==> config.mk <==
export PLATFORM = sky130hd
export DESIGN_NAME = arcade_input_conditioner
export DESIGN_NICKNAME = d
export VERILOG_FILES = /design/src/rtl/arcade_input_conditioner.sv
export SDC_FILE = /design/constraint.sdc
export NUM_CORES = 1
export LEC_CHECK = 0
export CORE_MARGIN = 10
export CORE_UTILIZATION = 60
export CTS_CLUSTER_SIZE = 30
export DETAILED_ROUTE_END_ITERATION = 16
export GPL_TIMING_DRIVEN = 0
export PLACE_DENSITY = 0.83
export SYNTH_ARGS = -nofsm -noshare
export SYNTH_HDL_FRONTEND = slang
export SYNTH_SLANG_ARGS = --single-unit
==> constraint.sdc <==
create_clock -name clk -period 3.4 [get_ports clk]
set_input_delay 0.68 -clock clk [delete_from_list [all_inputs] [get_ports clk]]
set_output_delay 0.68 -clock clk [all_outputs]
set_load 0.02 [all_outputs]
==> src/rtl/arcade_input_conditioner.sv <==
// arcade_input_conditioner
//
// Upstream conditioning stage for the raw cabinet inputs. Every raw bit is
// brought into the clk domain through a two-flop synchroniser. It is then
// debounced on the slow sample strobe. Coin insertions are queued and
// replayed as clean, fixed-width low pulses. Game code polling at NMI rate
// therefore sees each coin exactly once.
//
// Optional feature:
//   INPUT_COIN_COUNTER_EN  when defined, coin_total counts accepted coins
//                          (16 bits, wrapping). When undefined, coin_total
//                          is tied to zero and no counter is built.
//
// Ports:
//   clk            system clock
//   rst            synchronous active-high reset
//   tick_en        one-clk sample strobe (about 3 kHz); all debounce,
//                  jam and replay state advances only on this strobe
//   btn_raw        raw buttons, active-low, asynchronous
//   coin_raw       raw coin switch, active-low, asynchronous
//   btn_clean      debounced buttons, active-low
//   coin_out       replayed coin pulse, active-low
//   coin_pending   queued coins not yet replayed (saturates at 3)
//   coin_overflow  sticky flag: a coin was dropped on a full queue
//   coin_jam       coin switch held low for too long
//   coin_total     accepted coin count (optional feature, else 0)

module arcade_input_conditioner #(
  parameter int NUM_INPUTS       = 8,
  parameter int DEBOUNCE_TICKS   = 4,
  parameter int COIN_PULSE_TICKS = 6,
  parameter int COIN_GAP_TICKS   = 6,
  parameter int STUCK_TICKS      = 300
) (
  input  logic                  clk,
  input  logic                  rst,
  input  logic                  tick_en,
  input  logic [NUM_INPUTS-1:0] btn_raw,
  input  logic                  coin_raw,
  output logic [NUM_INPUTS-1:0] btn_clean,
  output logic                  coin_out,
  output logic [1:0]            coin_pending,
  output logic                  coin_overflow,
  output logic                  coin_jam,
  output logic [15:0]           coin_total
);

  // The coin switch rides along as the top bit of the button vector, so it
  // shares one synchroniser and debouncer implementation with the buttons.
  localparam int NB = NUM_INPUTS + 1;
  localparam int COIN_BIT = NUM_INPUTS;

  localparam logic [3:0]  DEB_LAST   = 4'(DEBOUNCE_TICKS - 1);
  localparam logic [11:0] STUCK_LAST = 12'(STUCK_TICKS - 1);
  localparam logic [7:0]  PULSE_LAST = 8'(COIN_PULSE_TICKS - 1);
  localparam logic [7:0]  GAP_LAST   = 8'(COIN_GAP_TICKS - 1);

  localparam logic [1:0] IDLE  = 2'd0;
  localparam logic [1:0] PULSE = 2'd1;
  localparam logic [1:0] GAP   = 2'd2;

  logic [NB-1:0] raw_all;
  logic [NB-1:0] sync_a;
  logic [NB-1:0] sync_b;
  logic [NB-1:0] clean;
  logic [3:0]    deb_cnt [NB];

  logic          coin_clean;
  logic          coin_fall;
  logic          coin_rise;
  logic          coin_accept;
  logic          replay_take;
  logic [1:0]    pending_dec;
  logic [1:0]    pending_next;
  logic          coin_drop;

  logic [11:0]   jam_cnt;
  logic [1:0]    state;
  logic [7:0]    timer;

  assign raw_all    = {coin_raw, btn_raw};
  assign btn_clean  = clean[NUM_INPUTS-1:0];
  assign coin_clean = clean[COIN_BIT];

  // Synchronisers run on every clk, regardless of tick_en. They reset to the
  // idle (released) level so that reset does not create a phantom press.
  always_ff @(posedge clk) begin
    if (rst) begin
      sync_a <= '1;
      sync_b <= '1;
    end else begin
      sync_a <= raw_all;
      sync_b <= sync_a;
    end
  end

  // Per-bit debounce. The counter counts consecutive sample ticks on which
  // the synced level disagrees with the accepted level. Any agreeing sample
  // restarts the count.
  always_ff @(posedge clk) begin
    if (rst) begin
      clean <= '1;
      for (int i = 0; i < NB; i++) begin
        deb_cnt[i] <= '0;
      end
    end else if (tick_en) begin
      for (int i = 0; i < NB; i++) begin
        if (sync_b[i] != clean[i]) begin
          if (deb_cnt[i] == DEB_LAST) begin
            clean[i]   <= sync_b[i];
            deb_cnt[i] <= '0;
          end else begin
            deb_cnt[i] <= deb_cnt[i] + 4'd1;
          end
        end else begin
          deb_cnt[i] <= '0;
        end
      end
    end
  end

  // The debounced coin edges are decoded from the same condition that flips
  // the clean level. This lets the accept logic act on the very edge where
  // coin_clean changes, rather than one clk later.
  assign coin_fall = tick_en && coin_clean && !sync_b[COIN_BIT]
                     && (deb_cnt[COIN_BIT] == DEB_LAST);
  assign coin_rise = tick_en && !coin_clean && sync_b[COIN_BIT]
                     && (deb_cnt[COIN_BIT] == DEB_LAST);

  // Jam detector. The counter counts sample ticks spent with the debounced
  // coin low and stops once the jam is declared. Releasing the switch
  // clears both the flag and the counter.
  always_ff @(posedge clk) begin
    if (rst) begin
      jam_cnt  <= '0;
      coin_jam <= 1'b0;
    end else if (coin_rise) begin
      jam_cnt  <= '0;
      coin_jam <= 1'b0;
    end else if (tick_en && !coin_clean && !coin_jam) begin
      if (jam_cnt == STUCK_LAST) begin
        coin_jam <= 1'b1;
      end else begin
        jam_cnt <= jam_cnt + 12'd1;
      end
    end
  end

  // Queue bookkeeping. The replay decrement is applied first, and an
  // incoming coin is judged against what remains afterwards. A coin that
  // arrives on the same edge a queued coin leaves therefore always fits.
  assign coin_accept = coin_fall && !coin_jam;
  assign replay_take = tick_en && (state == IDLE) && (coin_pending != 2'd0);
  assign pending_dec = coin_pending - {1'b0, replay_take};

  always_comb begin
    pending_next = pending_dec;
    coin_drop    = 1'b0;
    if (coin_accept) begin
      if (pending_dec == 2'd3) begin
        coin_drop = 1'b1;
      end else begin
        pending_next = pending_dec + 2'd1;
      end
    end
  end

  // Queue register and sticky overflow flag.
  always_ff @(posedge clk) begin
    if (rst) begin
      coin_pending  <= 2'd0;
      coin_overflow <= 1'b0;
    end else begin
      coin_pending <= pending_next;
      if (coin_drop) begin
        coin_overflow <= 1'b1;
      end
    end
  end

  // Replay FSM. Each queued coin becomes COIN_PULSE_TICKS ticks of low
  // output followed by at least COIN_GAP_TICKS ticks of high output. The
  // timer holds ticks-remaining-minus-one, so a zero timer means this tick
  // is the last one of the phase.
  always_ff @(posedge clk) begin
    if (rst) begin
      state    <= IDLE;
      timer    <= '0;
      coin_out <= 1'b1;
    end else if (tick_en) begin
      case (state)
        IDLE: begin
          if (coin_pending != 2'd0) begin
            state    <= PULSE;
            timer    <= PULSE_LAST;
            coin_out <= 1'b0;
          end
        end
        PULSE: begin
          if (timer == 8'd0) begin
            state    <= GAP;
            timer    <= GAP_LAST;
            coin_out <= 1'b1;
          end else begin
            timer <= timer - 8'd1;
          end
        end
        GAP: begin
          if (timer == 8'd0) begin
            state <= IDLE;
          end else begin
            timer <= timer - 8'd1;
          end
        end
        default: begin
          state    <= IDLE;
          coin_out <= 1'b1;
        end
      endcase
    end
  end

`ifdef INPUT_COIN_COUNTER_EN
  // Lifetime count of coins that actually entered the queue. Dropped coins
  // are not counted.
  logic        coin_counted;
  logic [15:0] total_q;

  assign coin_counted = coin_accept && !coin_drop;

  always_ff @(posedge clk) begin
    if (rst) begin
      total_q <= '0;
    end else if (coin_counted) begin
      total_q <= total_q + 16'd1;
    end
  end

  assign coin_total = total_q;
`else
  assign coin_total = '0;
`endif

endmodule

==> results of run 1 <==
## worst paths after layout
check	startpoint	end	slack, ps	depth (start not counted)
min reg2reg	sync_a[8]	sync_b[8]	410	1
min	sync_a[8]	sync_b[8]	410	1
max	rst	deb_cnt[0][3]	550	4
max reg2reg	state[1]	timer[5]	1230	6
## cell type report
cell class,count,share of cell area [%]
plain buffers,32,4.276
clock buffers,11,3.105
clock inverters,5,1.196
inverters,20,1.527
multi-input cells,303,38.58
flip-flops and latches,90,43.98
well taps,96,2.443
repair buffers,24,4.887
## layout by cell type, fill, tap and decap left out, types with 3 or more instances in the layout
cell,count
dfxtp_1,54
clkdlybuf4s50_1,24
mux2i_1,9
edfxtp_1,36
a211oi_1,3
nand2b_1,3
nand3_1,22
a21oi_1,20
nor3b_1,3
nand2_1,24
nand4_1,11
conb_1,16
or3b_2,3
or3_1,3
inv_1,19
xnor2_1,19
a21boi_0,3
o21ai_0,12
or2_2,19
buf_4,24
clkbuf_1,9
nor2_1,64
ha_1,17
xor2_1,17
clkbuf_8,9
## through the flow
step	setup WS (ps)	power, mW	instance area [sq um]	instances
final	547.7	2.339	4916	581
after global routing	339.0	2.448	4916	581
after CTS	522.3	2.356	4916	581
after detailed placement	142.5	1.589	4705	565
after global placement	210.3	1.576	4705	565
after floorplan	1340	1.491	4344	445
## flip-flops by register name, summed over array words and instances, names as in the netlist
name / count
deb_cnt: 36
jam_cnt: 12
clean: 9
sync_a: 9
sync_b: 9
timer: 8
coin_pending: 2
state: 2
coin_jam: 1
coin_out: 1
coin_overflow: 1
## cell families (layout without fill, tap and decap cells)
group	count (synthesis)	count (layout)	synth area share (%)
other	1	16	0.08746
AOI/OAI and AO/OA	55	55	8.200
muxes	9	9	2.101
DFF	90	90	50.42
and+or+nand+nor	170	170	20.22
adders and majority gates	17	17	4.961
xor gates and xnor gates	36	36	7.353
buffers and inverters	52	92	6.653
## power groups by stage
stage | Sequential (mW) | Clock (mW) | Combinational, mW
after CTS | 1.21 | 0.789 | 0.354
final | 1.21 | 0.770 | 0.355
after global placement | 1.23 | 0 | 0.342
after floorplan | 1.24 | 0 | 0.255
after detailed placement | 1.24 | 0 | 0.353
after global routing | 1.22 | 0.833 | 0.394
## worst max-delay path, stage by stage
cell	delay [ps]
clkdlybuf4s50_1	510
inv_1	220
clkbuf_1	460
nand2_1	820
## per-layer routing
layer,vias up,GRT usage [%],share of wire (%)
li1,1556,-,-
met1,1420,17.26,46
met2,58,25.16,48
met3,10,5.344,5.2
met4,0,4.274,0.90
met5,-,0,0
==> flow_metrics.py, run 1 <==
metrics = {
    "floorplanning": {
        "die_h_microns": 104.5,
        "initial_core_util_pct": 62.42,
        "rows": 30,
        "die_w_microns": 104.5,
        "io_pins": 41,
        "design.core.area_sq_um": 6869,
        "dieArea_sq_um": 10930,
    },
    "sta": {
        "slew_headroom_pct": 23.83,
        "max_freq_mhz": 350.6,
        "clock-skew-final_ps": 8.553,
        "drv_slew": 0,
        "fin_crit_sh_pct": 83.89,
        "worstMarginPinSlew_ps": 1140,
        "rsz0062_at_grt": "no",
        "period_needed_ps": 2852,
        "tns_ps": 0,
        "setup_viol": 0,
        "holdWs_ps": 413.7,
        "hold_viol": 0,
    },
    "layout": {
        "syn_to_final_growth_pct": 14.65,
        "n_antenna_cell": 0,
        "multiInputGateArea_sq_um": 1897,
        "seqCellArea_sq_um": 2162,
        "fillerInstances": 522,
        "nets": 509,
        "utilization_pct": 71.57,
        "drive_gt1_share_pct": 14.02,
    },
    "worst_setup_path": {
        "end_kind": "register",
        "required_ps": 3240,
        "cp.arrival_ps": 2700,
        "critPathKind": "primary input to register",
        "path_max_fanout": 28,
        "crit_path_start_kind": "primary input",
    },
    "hold_path": {
        "hp-class": "register to register",
    },
    "routing": {
        "drc_errors": 0,
        "ant_nets": 0,
        "wl_per_cell_microns": 13.85,
        "vias": 3044,
        "drt-total-wl_microns": 8044,
        "vias_per_cell": 5.239,
        "first_pass_iters": 4,
        "drt_iter0_drc": 148,
    },
    "synthesis": {
        "synth_cell_type_count": 51,
        "synth_seq_area_share_pct": 50.42,
        "yosys-top-cells-area": "dfxtp_1, edfxtp_1, nor2_1",
        "yosysTopAreaCellShare_pct": 25.21,
        "synthCells": 430,
        "yosysMostFrequentCell": "nor2_1",
        "yosysWarnings": 0,
        "synth_common_cells": "nor2_1, dfxtp_1, edfxtp_1",
        "avgSynthCellArea_sq_um": 9.972,
        "synth_area_sq_um": 4288,
        "yosys_most_used_dff": "dfxtp_1",
        "yosys.area.top_type": "dfxtp_1",
        "synth-seq-cells": 90,
        "synthArstFlopShare_pct": 0,
        "synth_edf_count": 36,
    },
    "global_routing": {
        "grt_pass1_wl_microns": 13570,
        "grt-ovfl-total": 0,
        "grt_max_degree": 29,
        "first_global_vias": 3006,
        "antenna_found_initial": 0,
        "track_usage_pct": 14.85,
    },
    "clocking": {
        "cts_tree": "yes",
        "cts_buffers": 9,
        "clkLatencyLatePin_ps": 360,
        "post_cts_buffers": 0,
        "cts.sinks": 90,
        "clk_pin_slew_worst_paths_ps": 90,
        "clockBufferDepth": 2,
        "root_buffer": "clkbuf_8",
        "hold_buffers": 0,
        "htreeDepth": 3,
        "cts-resized-gates": 0,
    },
    "place": {
        "gp_congestion": 0.8323,
        "place_hpwl_microns": 5741,
        "io_buffers": 24,
    },
    "job": {
        "max_cap_viol_count": 0,
    },
    "pwr": {
        "power_density_nw_per_um2": 475.7,
        "power_frac_seq_pct": 51.9,
        "power_frac_clock_pct": 32.9,
        "swShare_pct": 26.92,
        "vdd_drop_max_mv": 0.4102,
        "internal_power_mw": 1.709,
        "power.leakage_nw": 1.964,
        "switching_power_mw": 0.6296,
        "pwr-share-comb_pct": 15.2,
    },
    "run_status": {
        "outcome": "complete, no violations",
    },
}
Note: power is estimated with default switching activity, not from simulation.
==> run 2, diff against run 1 <==
CORE_UTILIZATION = 57   (was 60)
PLACE_DENSITY = 0.79   (was 0.83)
clock period = 2.76 ns   (was 3.4 ns; I/O delays follow)
==> run 2 against run 1 <==
Compared with the run above:
- non-clock buffer count unchanged
- hold slack improved by 3.2 ps
- clock-buffer cell count rose by 1
- largest power group unchanged
- critical path depth is 1 higher
==> flow_metrics.py, run 2 (synthesis gave the netlist of run 1 again) <==
metrics = {
    "sta": {
        "drv_slew": 0,
        "max_freq_mhz": 400.2,
        "fin_crit_sh_pct": 90.54,
        "clock-skew-final_ps": 13.54,
        "tns_ps": 0,
        "hold_viol": 0,
        "period_needed_ps": 2499,
        "slew_headroom_pct": 46.89,
        "rsz0062_at_grt": "no",
        "worstMarginPinSlew_ps": 790.6,
        "setup_viol": 0,
    },
    "place": {
        "gp_congestion": 0.8107,
        "io_buffers": 24,
        "place_hpwl_microns": 5722,
        "placement.cell_area_sq_um": 4708,
    },
    "layout": {
        "syn_to_final_growth_pct": 14.04,
        "final_common_cell": "nor2_1",
        "multiInputGateArea_sq_um": 1899,
        "utilization_pct": 67.06,
        "nets": 509,
        "largest_register_ffs": 36,
        "n_antenna_cell": 0,
        "final_cell_mix": "nor2_1, dfxtp_1, edfxtp_1, buf_4, clkdlybuf4s50_1",
        "fillerInstances": 613,
        "top_regs": "deb_cnt: 36 flops, jam_cnt: 12 flops",
        "seqCellArea_sq_um": 2162,
        "regMostFlops": "deb_cnt",
        "stdcell_area_sq_um": 4890,
        "drive_gt1_share_pct": 14.02,
    },
    "clocking": {
        "post_cts_buffers": 0,
        "clk_pin_slew_worst_paths_ps": 80,
        "clkLatencyLatePin_ps": 350,
        "cts_tree": "yes",
        "clockBufferDepth": 2,
        "cts-resized-gates": 1,
        "cts.sinks": 90,
        "cts_buffers": 9,
        "hold_buffers": 0,
        "htreeDepth": 3,
        "root_buffer": "clkbuf_8",
    },
    "pwr": {
        "power_density_nw_per_um2": 561.0,
        "vdd_drop_max_mv": 0.3235,
        "total_power_mw": 2.743,
        "power.leakage_nw": 1.951,
    },
    "floorplanning": {
        "rows": 31,
        "design.core.area_sq_um": 7292,
        "io_pins": 41,
        "die_w_microns": 106.7,
        "dieArea_sq_um": 11390,
        "initial_core_util_pct": 58.80,
        "die_h_microns": 106.7,
    },
    "worst_setup_path": {
        "path_max_fanout": 9,
        "crit_path_start_kind": "primary input",
        "critPathKind": "primary input to register",
        "end_kind": "register",
        "cp.arrival_ps": 2690,
        "required_ps": 2950,
    },
    "hold_path": {
        "hp-class": "register to register",
    },
    "global_routing": {
        "grt-ovfl-total": 0,
        "grt_pass1_wl_microns": 13680,
        "antenna_found_initial": 0,
        "first_global_vias": 3053,
        "grt_max_degree": 29,
        "track_usage_pct": 14.55,
    },
    "routing": {
        "wl_per_cell_microns": 13.44,
        "drt_iter0_drc": 82,
        "drc_errors": 0,
        "vias_per_cell": 5.132,
        "vias": 2997,
        "drt-total-wl_microns": 7850,
        "first_pass_iters": 4,
        "ant_nets": 0,
    },
    "run_status": {
        "outcome": "complete, no violations",
    },
    "job": {
        "max_cap_viol_count": 0,
    },
}
run 2: cell types whose count changed in the layout (fill, tap and decap cells not counted), sizes merged:
| cell | previous run | this run |
|---|---|---|
| bufinv | 1 | 0 |
| clkbuf | 19 | 20 |
run 2: routing by layer:
layer | global-route usage (%) | wire, microns | vias to the layer above
met5 | 0 | 0 | -
met4 | 4.932 | 121 | 0
met3 | 4.731 | 378 | 12
met2 | 24.58 | 3796 | 52
met1 | 17.01 | 3554 | 1379
li1 | - | - | 1554
run 2: final timing paths:
kind | slack, ps | depth (start not counted) | endpoint | startpoint
setup reg to reg | 600 | 6 | timer[5] | state[1]
hold reg to reg | 420 | 1 | sync_b[4] | sync_a[4]
hold / removal | 420 | 1 | sync_b[4] | sync_a[4]
setup / recovery | 260 | 5 | deb_cnt[8][0] | tick_en
run 2: report_power, final:
group | internal [mW] | total, mW | switching (mW)
clock network | 0.381 | 0.816 | 0.435
registers | 1.44 | 1.49 | 0.0506
logic | 0.185 | 0.435 | 0.250
total | 2.01 | 2.74 | 0.735
run 2: layout make-up:
type                       instances  share of cell area (%)
sequential                        90                   44.22
multi-input combinational        303                   38.84
timing repair buffer              24                   4.913
buffer                            32                   4.299
clock buffer                      12                   3.199
tap                               99                   2.533
inverter                          20                   1.535
clock inverter                     4                  0.4606
run 2: worst max-delay path, stage by stage:
cell	delay (ps)
clkdlybuf4s50_1	590
clkinv_1	290
nor2_1	650
o311ai_0	420
nor2_1	190
run 2: through the flow:
step	hold WS, ps	worst slack [ps]	instances
finish	416.9	261.0	584
CTS	420.3	232.7	584
global placement	394.2	-270.4	568
floorplan	389.5	827.7	445
global route	436.9	90.74	584
detailed placement	398.0	-379.8	568
